<file path="config.mk">
export PLATFORM = sky130hd
export DESIGN_NAME = univ_shift_reg
export DESIGN_NICKNAME = d
export VERILOG_FILES = /design/src/rtl/univ_shift_reg_pkg.sv /design/src/rtl/univ_shift_reg_frame_bit_ctr.sv /design/src/rtl/univ_shift_reg.sv
export SDC_FILE = /design/constraint.sdc
export NUM_CORES = 1
export LEC_CHECK = 0
export BUFFER_PORTS_ARGS = -buffer_cell sky130_fd_sc_hd__buf_2
export CORE_ASPECT_RATIO = 2
export CORE_UTILIZATION = 53
export DETAILED_ROUTE_END_ITERATION = 8
export GPL_ROUTABILITY_DRIVEN = 0
export PLACE_DENSITY = 0.85
export SLEW_MARGIN = 15
export SYNTH_ARGS = -nofsm -noshare
export SYNTH_HDL_FRONTEND = slang
export SYNTH_HIERARCHICAL = 1
export SYNTH_SLANG_ARGS = --single-unit
export TNS_END_PERCENT = 5
</file>
<file path="constraint.sdc">
create_clock -name clk_i -period 2.2 [get_ports clk_i]
set_input_delay 0.44 -clock clk_i [delete_from_list [all_inputs] [get_ports clk_i]]
set_output_delay 0.44 -clock clk_i [all_outputs]
set_load 0.05 [all_outputs]
</file>
<file path="src/rtl/univ_shift_reg_pkg.sv">
// ---------------------------------------------------------------------------
// univ_shift_reg_pkg
// Shared definitions for the universal shift register slice:
//   - MODE_* : 3-bit manual operation codes driven on mode_i
//   - state_t: frame sequencer states (ST_IDLE, ST_SHIFT)
// ---------------------------------------------------------------------------
package univ_shift_reg_pkg;

  localparam logic [2:0] MODE_HOLD  = 3'b000;
  localparam logic [2:0] MODE_SHR   = 3'b001;
  localparam logic [2:0] MODE_SHL   = 3'b010;
  localparam logic [2:0] MODE_LOAD  = 3'b011;
  localparam logic [2:0] MODE_ROTR  = 3'b100;
  localparam logic [2:0] MODE_ROTL  = 3'b101;
  localparam logic [2:0] MODE_CLEAR = 3'b110;
  localparam logic [2:0] MODE_HOLD2 = 3'b111;

  typedef enum logic {
    ST_IDLE  = 1'b0,
    ST_SHIFT = 1'b1
  } state_t;

endpackage

</file>
<file path="src/rtl/univ_shift_reg_frame_bit_ctr.sv">
// ---------------------------------------------------------------------------
// frame_bit_ctr
// Loadable down-counter holding the number of bits still to be shifted in
// the current frame.
// Ports:
//   clk_i    in   clock, rising edge
//   rst_i    in   asynchronous active-high reset (count -> 0)
//   load     in   load load_val (has priority over en)
//   en       in   decrement by one on this clock
//   load_val in   value loaded on load
//   count    out  registered count
//   last     out  this enabled clock takes the count from 1 to 0
// ---------------------------------------------------------------------------
module frame_bit_ctr #(
  parameter int CNT_W = 4
) (
  input  logic             clk_i,
  input  logic             rst_i,
  input  logic             load,
  input  logic             en,
  input  logic [CNT_W-1:0] load_val,
  output logic [CNT_W-1:0] count,
  output logic             last
);

  // Combinational so the FSM can retire the frame on the same edge that
  // shifts the final bit.
  assign last = en && (count == CNT_W'(1));

  // The count saturates at zero so a stray enable never wraps it.
  always_ff @(posedge clk_i or posedge rst_i) begin
    if (rst_i) begin
      count <= '0;
    end else if (load) begin
      count <= load_val;
    end else if (en && (count != '0)) begin
      count <= count - CNT_W'(1);
    end
  end

endmodule

</file>
<file path="src/rtl/univ_shift_reg.sv">
// ---------------------------------------------------------------------------
// univ_shift_reg
// WIDTH-bit universal shift register (shift/rotate either way, load, clear)
// with an auto-frame sequencer: a start_i pulse loads d_i and then shifts
// out all WIDTH bits, one per en_i tick, on ser_o.
// Ports:
//   clk_i       in   clock, rising edge
//   rst_i       in   asynchronous active-high reset
//   en_i        in   shift-enable tick from the divider
//   mode_i      in   manual operation (MODE_* codes)
//   serial_r_i  in   bit entering the MSB on right shifts
//   serial_l_i  in   bit entering the LSB on left shifts
//   d_i         in   parallel load data
//   start_i     in   frame request, sampled every clock
//   dir_i       in   frame direction: 0 LSB-first, 1 MSB-first
//   q_o         out  register contents
//   ser_o       out  serial bit (q[0] for dir 0, q[WIDTH-1] for dir 1)
//   busy_o      out  frame in progress
//   done_o      out  one-cycle pulse when a frame completes
//   cnt_o       out  bits still to shift in the current frame
// ---------------------------------------------------------------------------
module univ_shift_reg
  import univ_shift_reg_pkg::*;
#(
  parameter int               WIDTH   = 8,
  parameter logic [WIDTH-1:0] RST_VAL = '0,
  localparam int              CNT_W   = $clog2(WIDTH + 1)
) (
  input  logic             clk_i,
  input  logic             rst_i,
  input  logic             en_i,
  input  logic [2:0]       mode_i,
  input  logic             serial_r_i,
  input  logic             serial_l_i,
  input  logic [WIDTH-1:0] d_i,
  input  logic             start_i,
  input  logic             dir_i,
  output logic [WIDTH-1:0] q_o,
  output logic             ser_o,
  output logic             busy_o,
  output logic             done_o,
  output logic [CNT_W-1:0] cnt_o
);

  state_t           state_q, state_d;
  logic [WIDTH-1:0] q_q, q_d;
  logic             dir_q, dir_d;
  logic             ser_q, ser_d;
  logic             busy_q, busy_d;
  logic             done_q, done_d;
  logic             ctr_load, ctr_en, ctr_last;

  frame_bit_ctr #(
    .CNT_W(CNT_W)
  ) u_ctr (
    .clk_i    (clk_i),
    .rst_i    (rst_i),
    .load     (ctr_load),
    .en       (ctr_en),
    .load_val (CNT_W'(WIDTH)),
    .count    (cnt_o),
    .last     (ctr_last)
  );

  // All state, including the serial output bit, lives in flops so every
  // output is glitch-free for the board-level pins.
  always_ff @(posedge clk_i or posedge rst_i) begin
    if (rst_i) begin
      state_q <= ST_IDLE;
      q_q     <= RST_VAL;
      dir_q   <= 1'b0;
      ser_q   <= RST_VAL[0];
      busy_q  <= 1'b0;
      done_q  <= 1'b0;
    end else begin
      state_q <= state_d;
      q_q     <= q_d;
      dir_q   <= dir_d;
      ser_q   <= ser_d;
      busy_q  <= busy_d;
      done_q  <= done_d;
    end
  end

  // Next-state and datapath. In IDLE a start request wins over everything
  // and only loads; the start clock's en_i is deliberately not a tick.
  // In SHIFT only en_i matters: mode_i, start_i and dir_i are ignored.
  always_comb begin
    state_d  = state_q;
    q_d      = q_q;
    dir_d    = dir_q;
    busy_d   = busy_q;
    done_d   = 1'b0;
    ctr_load = 1'b0;
    ctr_en   = 1'b0;

    case (state_q)
      ST_IDLE: begin
        if (start_i) begin
          q_d      = d_i;
          dir_d    = dir_i;
          ctr_load = 1'b1;
          busy_d   = 1'b1;
          state_d  = ST_SHIFT;
        end else if (en_i) begin
          case (mode_i)
            MODE_SHR: begin
              q_d   = {serial_r_i, q_q[WIDTH-1:1]};
              dir_d = 1'b0;
            end
            MODE_SHL: begin
              q_d   = {q_q[WIDTH-2:0], serial_l_i};
              dir_d = 1'b1;
            end
            MODE_ROTR: begin
              q_d   = {q_q[0], q_q[WIDTH-1:1]};
              dir_d = 1'b0;
            end
            MODE_ROTL: begin
              q_d   = {q_q[WIDTH-2:0], q_q[WIDTH-1]};
              dir_d = 1'b1;
            end
            MODE_LOAD:  q_d = d_i;
            MODE_CLEAR: q_d = '0;
            default:    q_d = q_q;
          endcase
        end
      end

      ST_SHIFT: begin
        if (en_i) begin
          ctr_en = 1'b1;
          if (dir_q) begin
            q_d = {q_q[WIDTH-2:0], serial_l_i};
          end else begin
            q_d = {serial_r_i, q_q[WIDTH-1:1]};
          end
          if (ctr_last) begin
            state_d = ST_IDLE;
            busy_d  = 1'b0;
            done_d  = 1'b1;
          end
        end
      end
    endcase
  end

  // The serial bit is registered from the next register value so ser_o
  // presents frame bit 0 straight from the start edge.
  assign ser_d = dir_d ? q_d[WIDTH-1] : q_d[0];

  assign q_o    = q_q;
  assign ser_o  = ser_q;
  assign busy_o = busy_q;
  assign done_o = done_q;

endmodule

</file>
==> impl_metrics.env <==
export IMPL_status="finished, final reports clean"
export IMPL_dpl_instance_area_um2=1540
export IMPL_power_leakage_nw=0.725
export IMPL_postSynthRegisterBits=17
export IMPL_timing_critical_path_from_type="flip-flop"
export IMPL_pwr_share_clk_pct=11.3
export IMPL_synth_area_leaders="sky130_fd_sc_hd__dfrtp_1 31%, sky130_fd_sc_hd__mux2_2 9.8%, sky130_fd_sc_hd__a222oi_1 5.1%"
export IMPL_setup_total_negative_slack_ns=0
export IMPL_final_setup_viol_count=0
export IMPL_clock_skew_ns=0.00160
export IMPL_worst_path_max_fanout=18
export IMPL_hp_class="input port to asynchronous set/reset pin"
export IMPL_synth_cells=154
export IMPL_cts_repair_resized=0
export IMPL_fp_row_count=25
export IMPL_netlist_cell_type_count=43
export IMPL_cts_buffers=3
export IMPL_cts_tree="done"
export IMPL_pwr_density_cell_nw_per_um2=1330
export IMPL_first_pass_grt_wire_length_um=6330
export IMPL_drive_gt1_share_pct=31.4
export IMPL_place_hpwl_um=2870
export IMPL_globalRouteTotalUtil_pct=30.9
export IMPL_num_io_pins=33
export IMPL_irDropWorstVdd_uv=777
export IMPL_synth_main_ff_cell="sky130_fd_sc_hd__dfrtp_1"
export IMPL_critPathKind="flip-flop to flip-flop"
export IMPL_relSlewSlack_pct=61.0
export IMPL_finish_instance_area_um2=1590
export IMPL_core_um2=2410
export IMPL_avgRoutedWirePerCell_um=18.5
export IMPL_die_x_um=38.1
export IMPL_finalCritPeriodShare_pct=87.4
export IMPL_globalRouteOverflowTotal=0
export IMPL_p_int_w=0.00101
export IMPL_sw_frac_of_total_pct=52.5
export IMPL_clk_insertion_delay_late_ns=0.25
export IMPL_final_period_minus_worst_setup_slack_ns=1.92
export IMPL_async_reset_ff_share_pct=100
export IMPL_combinational_share_of_power_pct=56.4
export IMPL_antenna_diode_count=0
export IMPL_post_synth_instance_area_um2=1380
export IMPL_number_of_antenna_violations_at_the_first_check_in_global_routing=0
export IMPL_final_net_count=206
export IMPL_grt_setup_unrepaired="false"
export IMPL_synth_top_area_share_pct=30.8
export IMPL_tightest_slew_ns=0.584
export IMPL_seq_area_frac_synth_pct=30.8
export IMPL_cts_htree_levels=1
export IMPL_drc=0
export IMPL_port_buffer_count=32
export IMPL_arrival_ns=2.04
export IMPL_maximum_number_of_pins_on_one_net_before_global_route_repair=19
export IMPL_p_switching_w=0.00111
export IMPL_postLayoutCoreUtil_pct=65.9
export IMPL_number_of_global_route_vias_before_repair=1509
export IMPL_drtAntennaViolNets=0
export IMPL_cts_buffer_depth=2
export IMPL_synth_edf_count=0
export IMPL_drt_first_iter_violations=64
export IMPL_cts_repair_timing_setup_buffer_count=0
export IMPL_route_final_wire_length_um=3920
export IMPL_cts_root_buf="sky130_fd_sc_hd__clkbuf_8"
export IMPL_slew_viol_final=0
export IMPL_timing_critical_path_cells="nor2b_1 -> buf_4 -> o21ai_1 -> a222oi_1 -> o21ai_0"
export IMPL_share_seq_of_total_power_pct=32.3
export IMPL_timing_fmax_ghz=0.520
export IMPL_hold_viol=0
export IMPL_drt_vias_per_instance=6.59
export IMPL_routed_via_count=1397
export IMPL_critical_path_end_type="flip-flop"
export IMPL_syn_avg_cell_area_um2=8.98
export IMPL_cts_hold_buf=0
export IMPL_cpPeakStageDelay_ns=0.43
export IMPL_initial_utilization_pct=57.4
export IMPL_die_height_um=74.2
export IMPL_required_arrival_time_at_the_worst_endpoint_ns=2.32
export IMPL_floorplan_die_area_um2=2830
export IMPL_synth_yosys_warnings=6
export IMPL_cts_reportedPaths_clkPinSlew_ns=0.07
export IMPL_cts_num_sinks=17
export IMPL_layout_area_overhead_vs_synth_pct=14.8
export IMPL_drt_first_pass_iters=4
export IMPL_worst_path_max_delay_cell="sky130_fd_sc_hd__dfrtp_1"
export IMPL_synth_largest_area_cell="sky130_fd_sc_hd__dfrtp_1"
export IMPL_maxCapViolCount=0
stage by stage:
step / hold slack (ns) / cells / total power, W / setup slack (ns)
6_report: 0.0733 / 212 / 0.00212 / 0.277
3_3_place_gp: 0.339 / 208 / 0.00181 / 0.231
4_1_cts: 0.0752 / 212 / 0.00211 / 0.337
2_1_floorplan: 0.206 / 156 / 0.00157 / 0.487
5_1_grt: 0.0830 / 212 / 0.00225 / 0.182
3_5_place_dp: 0.347 / 208 / 0.00187 / 0.174
cell type report:
class                      instances  area [um2]
timing repair buffer              35         183
tap                               27        33.8
fill                             205         821
inverter                           6        22.5
clock inverter                     1        5.00
sequential                        17         425
multi-input combinational        123         877
clock buffer                       3        41.3
critical path, delay by kind of cell, from the launching register on:
kind                   cells  cell delay [ns]
AOI/OAI and AO/OA          3             0.70
and+or+nand+nor            1             0.35
DFF                        1             0.43
buffers and inverters      1             0.30
synthesized netlist by cell type (2+ instances only):
master / count
sky130_fd_sc_hd__buf_4: 2
sky130_fd_sc_hd__mux2i_1: 7
sky130_fd_sc_hd__nor3b_1: 2
sky130_fd_sc_hd__buf_2: 4
sky130_fd_sc_hd__o21ai_1: 3
sky130_fd_sc_hd__o21ai_0: 10
sky130_fd_sc_hd__a22oi_1: 2
sky130_fd_sc_hd__inv_1: 6
sky130_fd_sc_hd__conb_1: 2
sky130_fd_sc_hd__nand2_1: 14
sky130_fd_sc_hd__mux2_2: 12
sky130_fd_sc_hd__nand2b_1: 2
sky130_fd_sc_hd__nand3_1: 5
sky130_fd_sc_hd__clkbuf_1: 2
sky130_fd_sc_hd__a221oi_1: 2
sky130_fd_sc_hd__ha_1: 2
sky130_fd_sc_hd__nor2b_1: 7
sky130_fd_sc_hd__nor3_1: 5
sky130_fd_sc_hd__a222oi_1: 7
sky130_fd_sc_hd__dfrtp_1: 17
sky130_fd_sc_hd__nor2_1: 8
sky130_fd_sc_hd__o211ai_1: 2
sky130_fd_sc_hd__buf_6: 2
sky130_fd_sc_hd__a221o_1: 3
sky130_fd_sc_hd__a21oi_1: 8
per-layer routing:
layer / up-vias / global-route usage [%] / part of all wire [%]
met5: - / 0 / 0
met4: 0 / 25.4 / 5.3
met3: 24 / 5.37 / 5.8
met2: 71 / 53.5 / 55
met1: 662 / 29.9 / 34
li1: 640 / - / -
power by group through the flow:
stage	clock network, W	logic (W)	registers [W]
final	0.000239	0.00119	0.000684
after global routing	0.000259	0.00128	0.000703
after CTS	0.000240	0.00119	0.000676
after detailed placement	0	0.00119	0.000676
after global placement	0	0.00115	0.000667
after floorplan	0	0.000554	0.00101
state kept, by name (all words and copies together), names as in the netlist:
name and cells:
state_q 1, u_ctr/count 4, q_o 8, done_o 1
ser_o 1, busy_o 1, dir_q 1
cells by family (layout without fill, tap and decap cells):
kind of cell / Yosys count / count (layout) / share of synthesized area [%]
and+or+nand+nor: 53 / 53 / 22.2
AOI/OAI and AO/OA: 44 / 44 / 22.9
muxes: 19 / 19 / 14.8
DFF: 17 / 17 / 30.8
buffers and inverters: 16 / 45 / 6.33
adders and majority gates: 2 / 2 / 1.81
other: 2 / 4 / 0.543
xor gates and xnor gates: 1 / 1 / 0.634
path summary, 6_finish.rpt:
kind                                                   end  slack, ns               start  cells past startpoint
worst max-delay path                    q_o[1]$_DFFE_PP0P_       0.28   state_q$_DFF_PP0_                      5
worst min-delay path            u_ctr/count[3]$_DFFE_PP0P_       0.07               rst_i                      2
worst max register to register          q_o[1]$_DFFE_PP0P_       0.28   state_q$_DFF_PP0_                      5
worst min register to register          busy_o$_DFFE_PP0P_       0.51  busy_o$_DFFE_PP0P_                      2
max in group asynchronous               q_o[1]$_DFFE_PP0P_       1.63               rst_i                      2
min in group clk_i                         dir_q$_DFF_PP0_       0.46               dir_i                      3
cells in the final DEF, fill, tap and decap left out, types with 2 or more instances in the layout:
| cell type | netlist | routed |
|---|---|---|
| sky130_fd_sc_hd__a222oi_1 | 7 | 7 |
| sky130_fd_sc_hd__clkbuf_8 | 0 | 3 |
| sky130_fd_sc_hd__o21ai_1 | 3 | 3 |
| sky130_fd_sc_hd__buf_2 | 4 | 32 |
| sky130_fd_sc_hd__nand2_1 | 14 | 14 |
| sky130_fd_sc_hd__inv_1 | 6 | 6 |
| sky130_fd_sc_hd__mux2i_1 | 7 | 7 |
| sky130_fd_sc_hd__o21ai_0 | 10 | 10 |
| sky130_fd_sc_hd__nor2_1 | 8 | 8 |
| sky130_fd_sc_hd__dfrtp_1 | 17 | 17 |
| sky130_fd_sc_hd__a221oi_1 | 2 | 2 |
| sky130_fd_sc_hd__a22oi_1 | 2 | 2 |
| sky130_fd_sc_hd__nor3_1 | 5 | 5 |
| sky130_fd_sc_hd__o211ai_1 | 2 | 2 |
| sky130_fd_sc_hd__nand2b_1 | 2 | 2 |
| sky130_fd_sc_hd__nand3_1 | 5 | 5 |
| sky130_fd_sc_hd__a21oi_1 | 8 | 8 |
| sky130_fd_sc_hd__ha_1 | 2 | 2 |
| sky130_fd_sc_hd__buf_4 | 2 | 3 |
| sky130_fd_sc_hd__mux2_2 | 12 | 12 |
| sky130_fd_sc_hd__nor3b_1 | 2 | 2 |
| sky130_fd_sc_hd__a221o_1 | 3 | 3 |
| sky130_fd_sc_hd__nor2b_1 | 7 | 7 |
| sky130_fd_sc_hd__conb_1 | 2 | 4 |
Note: power is estimated with default switching activity, not from simulation.
